$ cat src/rtl/seq_pkg.sv
// Shared constants for the instruction sequencer: opcodes, FSM state encoding,
// register one-hot selects and the decoded instruction class.
package seq_pkg;

  typedef enum logic [3:0] {
    IDLE     = 4'd0,
    DECODE   = 4'd1,
    EXEC     = 4'd2,
    ALU_A    = 4'd3,
    ALU_B    = 4'd4,
    ALU_WAIT = 4'd5,
    WB       = 4'd6,
    DONE     = 4'd7,
    HALT     = 4'd8
  } state_t;

  typedef enum logic [1:0] {
    CLS_NOP  = 2'd0,
    CLS_MOVI = 2'd1,
    CLS_MOV  = 2'd2,
    CLS_ALU  = 2'd3
  } cls_t;

  localparam logic [3:0] OP_NOP  = 4'b0000;
  localparam logic [3:0] OP_MOV  = 4'b0001;
  localparam logic [3:0] OP_ADD  = 4'b0010;
  localparam logic [3:0] OP_SUB  = 4'b0011;
  localparam logic [3:0] OP_MOVI = 4'b0111;

  localparam logic [4:0] REG_G0 = 5'b00001;
  localparam logic [4:0] REG_G1 = 5'b00010;
  localparam logic [4:0] REG_G2 = 5'b00100;
  localparam logic [4:0] REG_G3 = 5'b01000;
  localparam logic [4:0] REG_P0 = 5'b10000;
  localparam logic [2:0] REG_MAX = 3'd4;

  // Register index to one-hot enable; out-of-range indices select nothing.
  function automatic logic [4:0] reg_sel(input logic [2:0] idx);
    case (idx)
      3'd0:    reg_sel = REG_G0;
      3'd1:    reg_sel = REG_G1;
      3'd2:    reg_sel = REG_G2;
      3'd3:    reg_sel = REG_G3;
      3'd4:    reg_sel = REG_P0;
      default: reg_sel = 5'b00000;
    endcase
  endfunction

endpackage

$ cat src/rtl/instr_decode.sv
// Instruction field check: classifies the opcode and flags illegal opcodes
// or register indices outside G0..G3/P0.
module instr_decode
  import seq_pkg::*;
(
  input  logic [3:0] opcode,
  input  logic [2:0] dst,
  input  logic [2:0] src,
  output cls_t       cls,
  output logic       legal,
  output logic       is_sub
);

  logic known;
  logic uses_src;

  always_comb begin
    cls      = CLS_NOP;
    known    = 1'b1;
    uses_src = 1'b0;
    case (opcode)
      OP_NOP:  cls = CLS_NOP;
      OP_MOVI: cls = CLS_MOVI;
      OP_MOV: begin
        cls      = CLS_MOV;
        uses_src = 1'b1;
      end
      OP_ADD, OP_SUB: begin
        cls      = CLS_ALU;
        uses_src = 1'b1;
      end
      default: known = 1'b0;
    endcase
  end

  // MOVI reuses the src field as immediate bits, so src is only checked when it names a register.
  assign legal  = known && (dst <= REG_MAX) && !(uses_src && (src > REG_MAX));
  assign is_sub = (opcode == OP_SUB);

endmodule

$ cat src/rtl/instr_sequencer.sv
// Micro-sequencer driving register/ALU bus enables for NOP/MOV/MOVI/ADD/SUB.
// Optional build macro ILLEGAL_TRAP_EN: illegal instructions set a sticky trap and halt.
module instr_sequencer
  import seq_pkg::*;
#(
  parameter int ALU_TIMEOUT = 15
) (
  input  logic        clk,
  input  logic        rst,
  input  logic        instr_valid,
  input  logic [15:0] instr,
  output logic        instr_ready,
  output logic [4:0]  reg_in,
  output logic [4:0]  reg_out,
  output logic        imm_out,
  output logic [15:0] imm_value,
  output logic        alu_a_ld,
  output logic        alu_start,
  output logic        alu_sub,
  output logic        alu_res_out,
  input  logic        alu_done,
  output logic        PC_inc,
  output logic        done,
  output logic        err,
`ifdef ILLEGAL_TRAP_EN
  output logic        trap,
`endif
  output state_t      seq_state
);

  localparam int CW = $clog2(ALU_TIMEOUT + 1);
  localparam logic [CW-1:0] CNT_LAST = CW'(ALU_TIMEOUT - 1);

  state_t        state;
  state_t        next;
  logic [15:0]   ir;
  logic [CW-1:0] cnt;
  cls_t          cls;
  logic          legal;
  logic          is_sub;
  logic          accept;
  logic          timeout;

  // Handshake: instr is taken in a cycle where instr_valid and instr_ready are both high;
  // instr_ready is high only in IDLE with reset released.
  assign instr_ready = (state == IDLE) && rst;
  assign accept      = instr_valid && instr_ready;
  assign timeout     = (state == ALU_WAIT) && !alu_done && (cnt == CNT_LAST);
  assign seq_state   = state;

  instr_decode u_decode (
    .opcode (ir[15:12]),
    .dst    (ir[11:9]),
    .src    (ir[8:6]),
    .cls    (cls),
    .legal  (legal),
    .is_sub (is_sub)
  );

  always_ff @(posedge clk or negedge rst) begin
    if (!rst) state <= IDLE;
    else      state <= next;
  end

  always_ff @(posedge clk or negedge rst) begin
    if (!rst)        ir <= '0;
    else if (accept) ir <= instr;
  end

  always_ff @(posedge clk or negedge rst) begin
    if (!rst)                    cnt <= '0;
    else if (state == ALU_WAIT)  cnt <= cnt + 1'b1;
    else                         cnt <= '0;
  end

`ifdef ILLEGAL_TRAP_EN
  always_ff @(posedge clk or negedge rst) begin
    if (!rst)                           trap <= 1'b0;
    else if (state == DECODE && !legal) trap <= 1'b1;
  end
`endif

  always_comb begin
    next = state;
    case (state)
      IDLE: if (accept) next = DECODE;
      DECODE: begin
        if (!legal) begin
`ifdef ILLEGAL_TRAP_EN
          next = HALT;
`else
          next = DONE;
`endif
        end else begin
          case (cls)
            CLS_NOP:           next = DONE;
            CLS_MOVI, CLS_MOV: next = EXEC;
            default:           next = ALU_A;
          endcase
        end
      end
      EXEC:     next = DONE;
      ALU_A:    next = ALU_B;
      ALU_B:    next = ALU_WAIT;
      ALU_WAIT: begin
        if (alu_done)              next = WB;
        else if (cnt == CNT_LAST)  next = DONE;
      end
      WB:       next = DONE;
      DONE:     next = IDLE;
      HALT:     next = HALT;
      default:  next = IDLE;
    endcase
  end

  always_comb begin
    reg_in      = 5'b00000;
    reg_out     = 5'b00000;
    imm_out     = 1'b0;
    imm_value   = 16'h0000;
    alu_a_ld    = 1'b0;
    alu_start   = 1'b0;
    alu_sub     = 1'b0;
    alu_res_out = 1'b0;
    PC_inc      = 1'b0;
    done        = 1'b0;
    err         = 1'b0;
    case (state)
      DECODE: err = !legal;
      EXEC: begin
        reg_in = reg_sel(ir[11:9]);
        if (cls == CLS_MOVI) begin
          imm_out   = 1'b1;
          imm_value = {7'b0, ir[8:0]};
        end else begin
          reg_out = reg_sel(ir[8:6]);
        end
      end
      ALU_A: begin
        reg_out  = reg_sel(ir[11:9]);
        alu_a_ld = 1'b1;
      end
      ALU_B: begin
        reg_out   = reg_sel(ir[8:6]);
        alu_start = 1'b1;
        alu_sub   = is_sub;
      end
      ALU_WAIT: begin
        alu_sub = is_sub;
        err     = timeout;
      end
      WB: begin
        alu_res_out = 1'b1;
        reg_in      = reg_sel(ir[11:9]);
      end
      DONE: begin
        done   = 1'b1;
        PC_inc = 1'b1;
      end
      default: ;
    endcase
  end

endmodule
$ cat config.mk
export PLATFORM = sky130hd
export DESIGN_NAME = instr_sequencer
export DESIGN_NICKNAME = d
export VERILOG_FILES = /design/src/rtl/seq_pkg.sv /design/src/rtl/instr_decode.sv /design/src/rtl/instr_sequencer.sv
export SDC_FILE = /design/constraint.sdc
export NUM_CORES = 1
export LEC_CHECK = 0
export BUFFER_PORTS_ARGS = -buffer_cell sky130_fd_sc_hd__buf_2
export CAP_MARGIN = 0
export CORE_AREA = 2 2 60 62
export CTS_CLUSTER_DIAMETER = 150
export DETAILED_ROUTE_END_ITERATION = 10
export DIE_AREA = 0 0 62 64
export PLACE_DENSITY = 0.76
export REMOVE_ABC_BUFFERS = 1
export SYNTH_ARGS = -nofsm -noshare
export SYNTH_HDL_FRONTEND = slang
export SYNTH_SLANG_ARGS = --single-unit
$ cat constraint.sdc
create_clock -name clk -period 2.1 [get_ports clk]
set_input_delay 0.21 -clock clk [delete_from_list [all_inputs] [get_ports clk]]
set_output_delay 0.21 -clock clk [all_outputs]
set_load 0.01 [all_outputs]
# After elaboration in Yosys (flattened, before gate mapping)
# Index checks and enable logic that the tools add are counted.
[word_totals] in_bits=20 regBits=24 output_inout_bits=39 wordCells=78
[classes] order_cmp=2 muxes=25 n_addsub=1 reduce_logical=22 n_eq_ne=25
[op_table] op="$pmux 5 s5" count=2
[op_table] op="$pmux 4 s7" count=1
[op_table] op="$eq 4x3->1 const B" count=5
[op_table] op="$mux 9" count=2
[op_table] op="$eq 4x2->1 const B" count=4
[op_table] op="$mux 4" count=4
[op_table] op="$pmux 5 s3" count=1
[op_table] op="$eq 3x2->1 const B" count=4
[op_table] op="$mux 5" count=2
[op_table] op="$mux 1" count=9
[op_table] op="$eq 4x1->1 const B" count=2
[op_table] op="$eq 4x4->1 const B" count=2
[op_table] op="$logic_not 4->1" count=2
[op_table] op="$reduce_or 2->1" count=4
[op_table] op="$logic_and 1x1->1" count=7
[op_table] op="$eq 3x1->1 const B" count=2
[op_table] op="$eq 3x3->1 const B" count=2
[op_table] op="$logic_not 3->1" count=2
[op_table] op="$pmux 2 s3" count=1
[op_table] op="$pmux 3 s2" count=1
[op_table] op="$reduce_or 5->1" count=1
[op_table] op="$add 4x1->4 const B" count=1
[op_table] op="$gt 3x3->1 const B" count=1
[op_table] op="$le 3x3->1 const B" count=1
[op_table] op="10 further kinds" count=12

# Depth between registers and ports, before layout
[depth] ltp_word=8 mapped_depth=8 depth_no_buf=8

# By module
# Synthesis repeated with hierarchy kept, for this count alone.
[hier_totals] hier_cells=148 hier_area_um2=1520.2
[by_module_without_submodules] module="instr_sequencer" seq_area_each_um2=600.6 area_per_inst_um2=1445.1 n_inst=1 cells_each=138
[by_module_without_submodules] module="instr_decode" seq_area_each_um2=0.0 area_per_inst_um2=75.1 n_inst=1 cells_each=10

# Worst setup path after synthesis
# Ideal clock, no wire load.
[synth_path] path_type="reg2out" startpoint="register ir[13]" endpoint="output port reg_out[3]" setup_slack_ns=0.064 path_stages_with_launch=9 required_ns=1.890 arrival_time_ns=1.826 path_buffers=0 path_cell_list="dfrtp_1 > nand2_1 > a21oi_1 > and2_1 > ha_1 > or3b_1 > a211oi_2 > nand2_1 > o22ai_1"
[synth_via] elab_chain_len=6 elab_cells_between_ends=9 cone_classes="eq/ne: 5; mux: 3; reduce/logical: 1"
[synth_rtl] item="start, declared" line_no="instr_sequencer.sv:36" source="logic [15:0] ir;"
[synth_rtl] item="start signal, assigned" line_no="instr_sequencer.sv:67" source="else if (accept) ir <= instr;"
[synth_rtl] item="$eq 4x2->1" line_no="instr_decode.sv:21" source="case (opcode)"
[synth_rtl] item="$reduce_or 2->1" line_no="instr_decode.sv:21"
[synth_rtl] item="$pmux 2 s3 *" line_no="instr_decode.sv:21"
[synth_rtl] item="$eq 2x1->1 *" line_no="instr_sequencer.sv:132" source="if (cls == CLS_MOVI) begin"
[synth_rtl] item="$mux 5 *" line_no="instr_sequencer.sv:132"
[synth_rtl] item="$pmux 5 s3 *" line_no="instr_sequencer.sv:128" source="case (state)"
[synth_rtl] item="end, declared" line_no="instr_sequencer.sv:14" source="output logic [4:0] reg_out,"
# Mark *: on every way between the ends. The rest lies on a longest branch, timed or not.

# Final worst setup path
[layout_path] startpoint="register ir[12]" endpoint="output port reg_out[3]"
# Same word-level chain as after synthesis.

==> reports/metrics.cfg <==
[worst_setup_path]
r2r-start = seq_state[0]
worstPathMaxFanout = 3
path_cells = nand2_2 -> a21oi_2 -> and2_4 -> ha_4 -> or3b_4 -> a211oi_4 -> nand2_1 -> o22ai_1 -> buf_2
ff2ff_path_depth = 4
critPathArrivalTime_ns = 2.21
r2r_end = ir[9]
crit_slowest_cell = dfrtp_1
cp-end-kind = output pin
slowest_delay_ns = 0.42
reg2reg_slack_ns = 0.45
cp-endpoint = reg_out[3]
crit_start = ir[12]
cp.required_ns = 1.89
setup.worst_path.class = reg2out
critPathLaunchType = flip-flop

[sta]
setup_tns_ns = -1.392
max_freq_mhz = 412.8
setup_viol = 5
timing.final.max_slew_violations = 0
finalHoldViolations = 0
period_share_pct = 115.3
fin_worst_skew_ns = 0.003680
fin_hold_ws_ns = 0.1162
rsz0062_at_grt = yes
layout_min_cycle_time_ns = 2.422
final.setup.worst_slack_ns = -0.3223

[grt]
grt_overflow_total = 0
grt_max_degree = 25
grt_usage_pct = 17.99
antenna_found_initial = 0
grt_pass1_vias = 1190
grt_pass1_wl_mm = 5.395

[yosys]
synth_top_cell_by_area = dfrtp_1
async_reset_ff_share_pct = 100.0
yosys.area_share.adder_pct = 3.339
synth_cell_types = 40
synth_edf_count = 0
synth_cells = 150
synthXorXnorAreaFrac_pct = 1.169
synthSimpleGateAreaFrac_pct = 22.04
synthFlopType = dfrtp_1
yosysSeqAreaShare_pct = 40.07
synth_top_family_by_area = simple AND/OR/NAND/NOR gates
synth.ff_latch_count = 24
yosysTopAreaCellShare_pct = 40.07
post_synth.cell_area_avg_um2 = 9.993
synth_mux_area_share_pct = 14.27
syn_area_um2 = 1499
ys_warn_count = 0
synth_area_leaders = dfrtp_1, mux2_4, mux2_2
synth_compound_area_share_pct = 11.10

[layout]
layout.cells.most_common = buf_2
multiInputGateArea_um2 = 848.3
layout.nets = 243
antenna_cells = 0
layout_common_cells = buf_2, dfrtp_1, buf_4, nor2_1
utilization_pct = 61.07
nFillCells = 288
drive_gt1_share_pct = 50.00
fin_cells = 264
final_area_um2 = 2006
regArea_um2 = 604.3
area_growth_pct = 33.81

[routing]
route.detailed.drc = 0
dr.pass1.iters = 4
antenna_left = 0
wl_per_cell_um = 12.70
drt_iter0_drc = 106
routed_via_density = 4.902
vias = 1294
routed_wl_mm = 3.352

[outcome]
status = complete, but fails checks
violations = setup timing

[clocking]
clk_pin_slew_ns = 0.14
cts-root-buf = clkbuf_4
numClockSinks = 24
clk_latency_ns = 0.31
htreeDepth = 1
cts_buffers = 3
clockBufferDepth = 2
cts_tree = yes

[placement]
place_hpwl_mm = 2.308
dpl_cell_area_um2 = 1804
place.gp.congestion = 0.7696
place_ws_ns = -0.09525
numPortBuffers = 51
placed_cells = 247

[power]
leakage_nw = 1.063
ir_drop_mv = 0.5230
p_per_area_nw_per_um2 = 1204
power_mw = 2.416

[floorplan]
die_w_um = 62
fp.dieH_um = 64
start_util_pct = 45.64
die-area_um2 = 3968
rows = 21
core_um2 = 3284
io_pins = 59

[worst_hold_path]
holdCritPathClass = in2reg

[flow_run]
maxCapViolCount = 0

==> report_power, final <==
group | leakage (nW) | internal [mW] | switching, mW | total, mW
Sequential | 0.304 | 0.646 | 0.208 | 0.853
Combinational | 0.731 | 0.658 | 0.572 | 1.23
Clock | 0.0279 | 0.193 | 0.140 | 0.333
Total | 1.06 | 1.50 | 0.919 | 2.42
==> cell type report <==
type,instances,share of cell area (%)
timing repair buffer,72,20.77
sequential,24,30.13
multi-input combinational,111,42.30
inverter,7,1.310
tap,46,2.870
clock buffer,3,1.123
clock inverter,1,1.497
==> timing repair <==
action                     CTS  global route
setup endpoints to repair   14            16
resized for setup           13             3
setup buffers                5             7
pin swaps                   10             5
hold buffers                 1             0
hold endpoints to repair    24             0
==> Yosys cell counts (3+ instances only) <==
cell type / number
a21oi_1: 5
and2_1: 10
buf_4: 8
clkbuf_1: 5
dfrtp_1: 24
ha_1: 4
inv_1: 7
mux2_2: 7
mux2_4: 9
nand2_1: 8
nand2b_1: 5
nand3_1: 3
nor2_1: 15
nor2b_1: 3
o21ai_0: 7
==> routing by layer <==
metal | wire length (um) | GRT usage (%)
met2 | 1528 | 26.82
met3 | 168 | 2.024
met4 | 82 | 9.043
met5 | 0 | 0
met1 | 1573 | 25.23
==> flip-flops by register name, indices dropped and copies added (netlist names) <==
signal / flops
ir: 16
cnt: 4
seq_state: 4
==> how the worst min path moves through the flow <==
stage	start	end	slack, ns	depth (start not counted)
floorplan	rst	cnt[0]	-0.09	0
global placement	rst	cnt[0]	0.24	2
detailed placement	rst	cnt[2]	0.25	2
CTS	instr[8]	ir[8]	0.10	2
global route	instr[4]	ir[4]	0.09	2
finish	instr[8]	ir[8]	0.12	2
==> cells by family (layout without fill, tap and decap cells) <==
family | after synthesis | count (layout)
other cells | 1 | 7
compound gates | 24 | 24
simple gates | 58 | 58
mux | 16 | 16
fa+ha+maj | 4 | 4
xor+xnor | 2 | 2
flops | 24 | 24
buf+inv | 21 | 83
==> worst max-delay path: cells and delay by family, from the launching register on <==
| kind | cells | cell delay [ns] |
|---|---|---|
| and+or+nand+nor | 4 | 0.73 |
| AOI/OAI and AO/OA | 3 | 0.45 |
| DFF | 1 | 0.42 |
| adders and majority gates | 1 | 0.15 |
| buffers and inverters | 1 | 0.15 |
(Power assumes the default switching activity.)
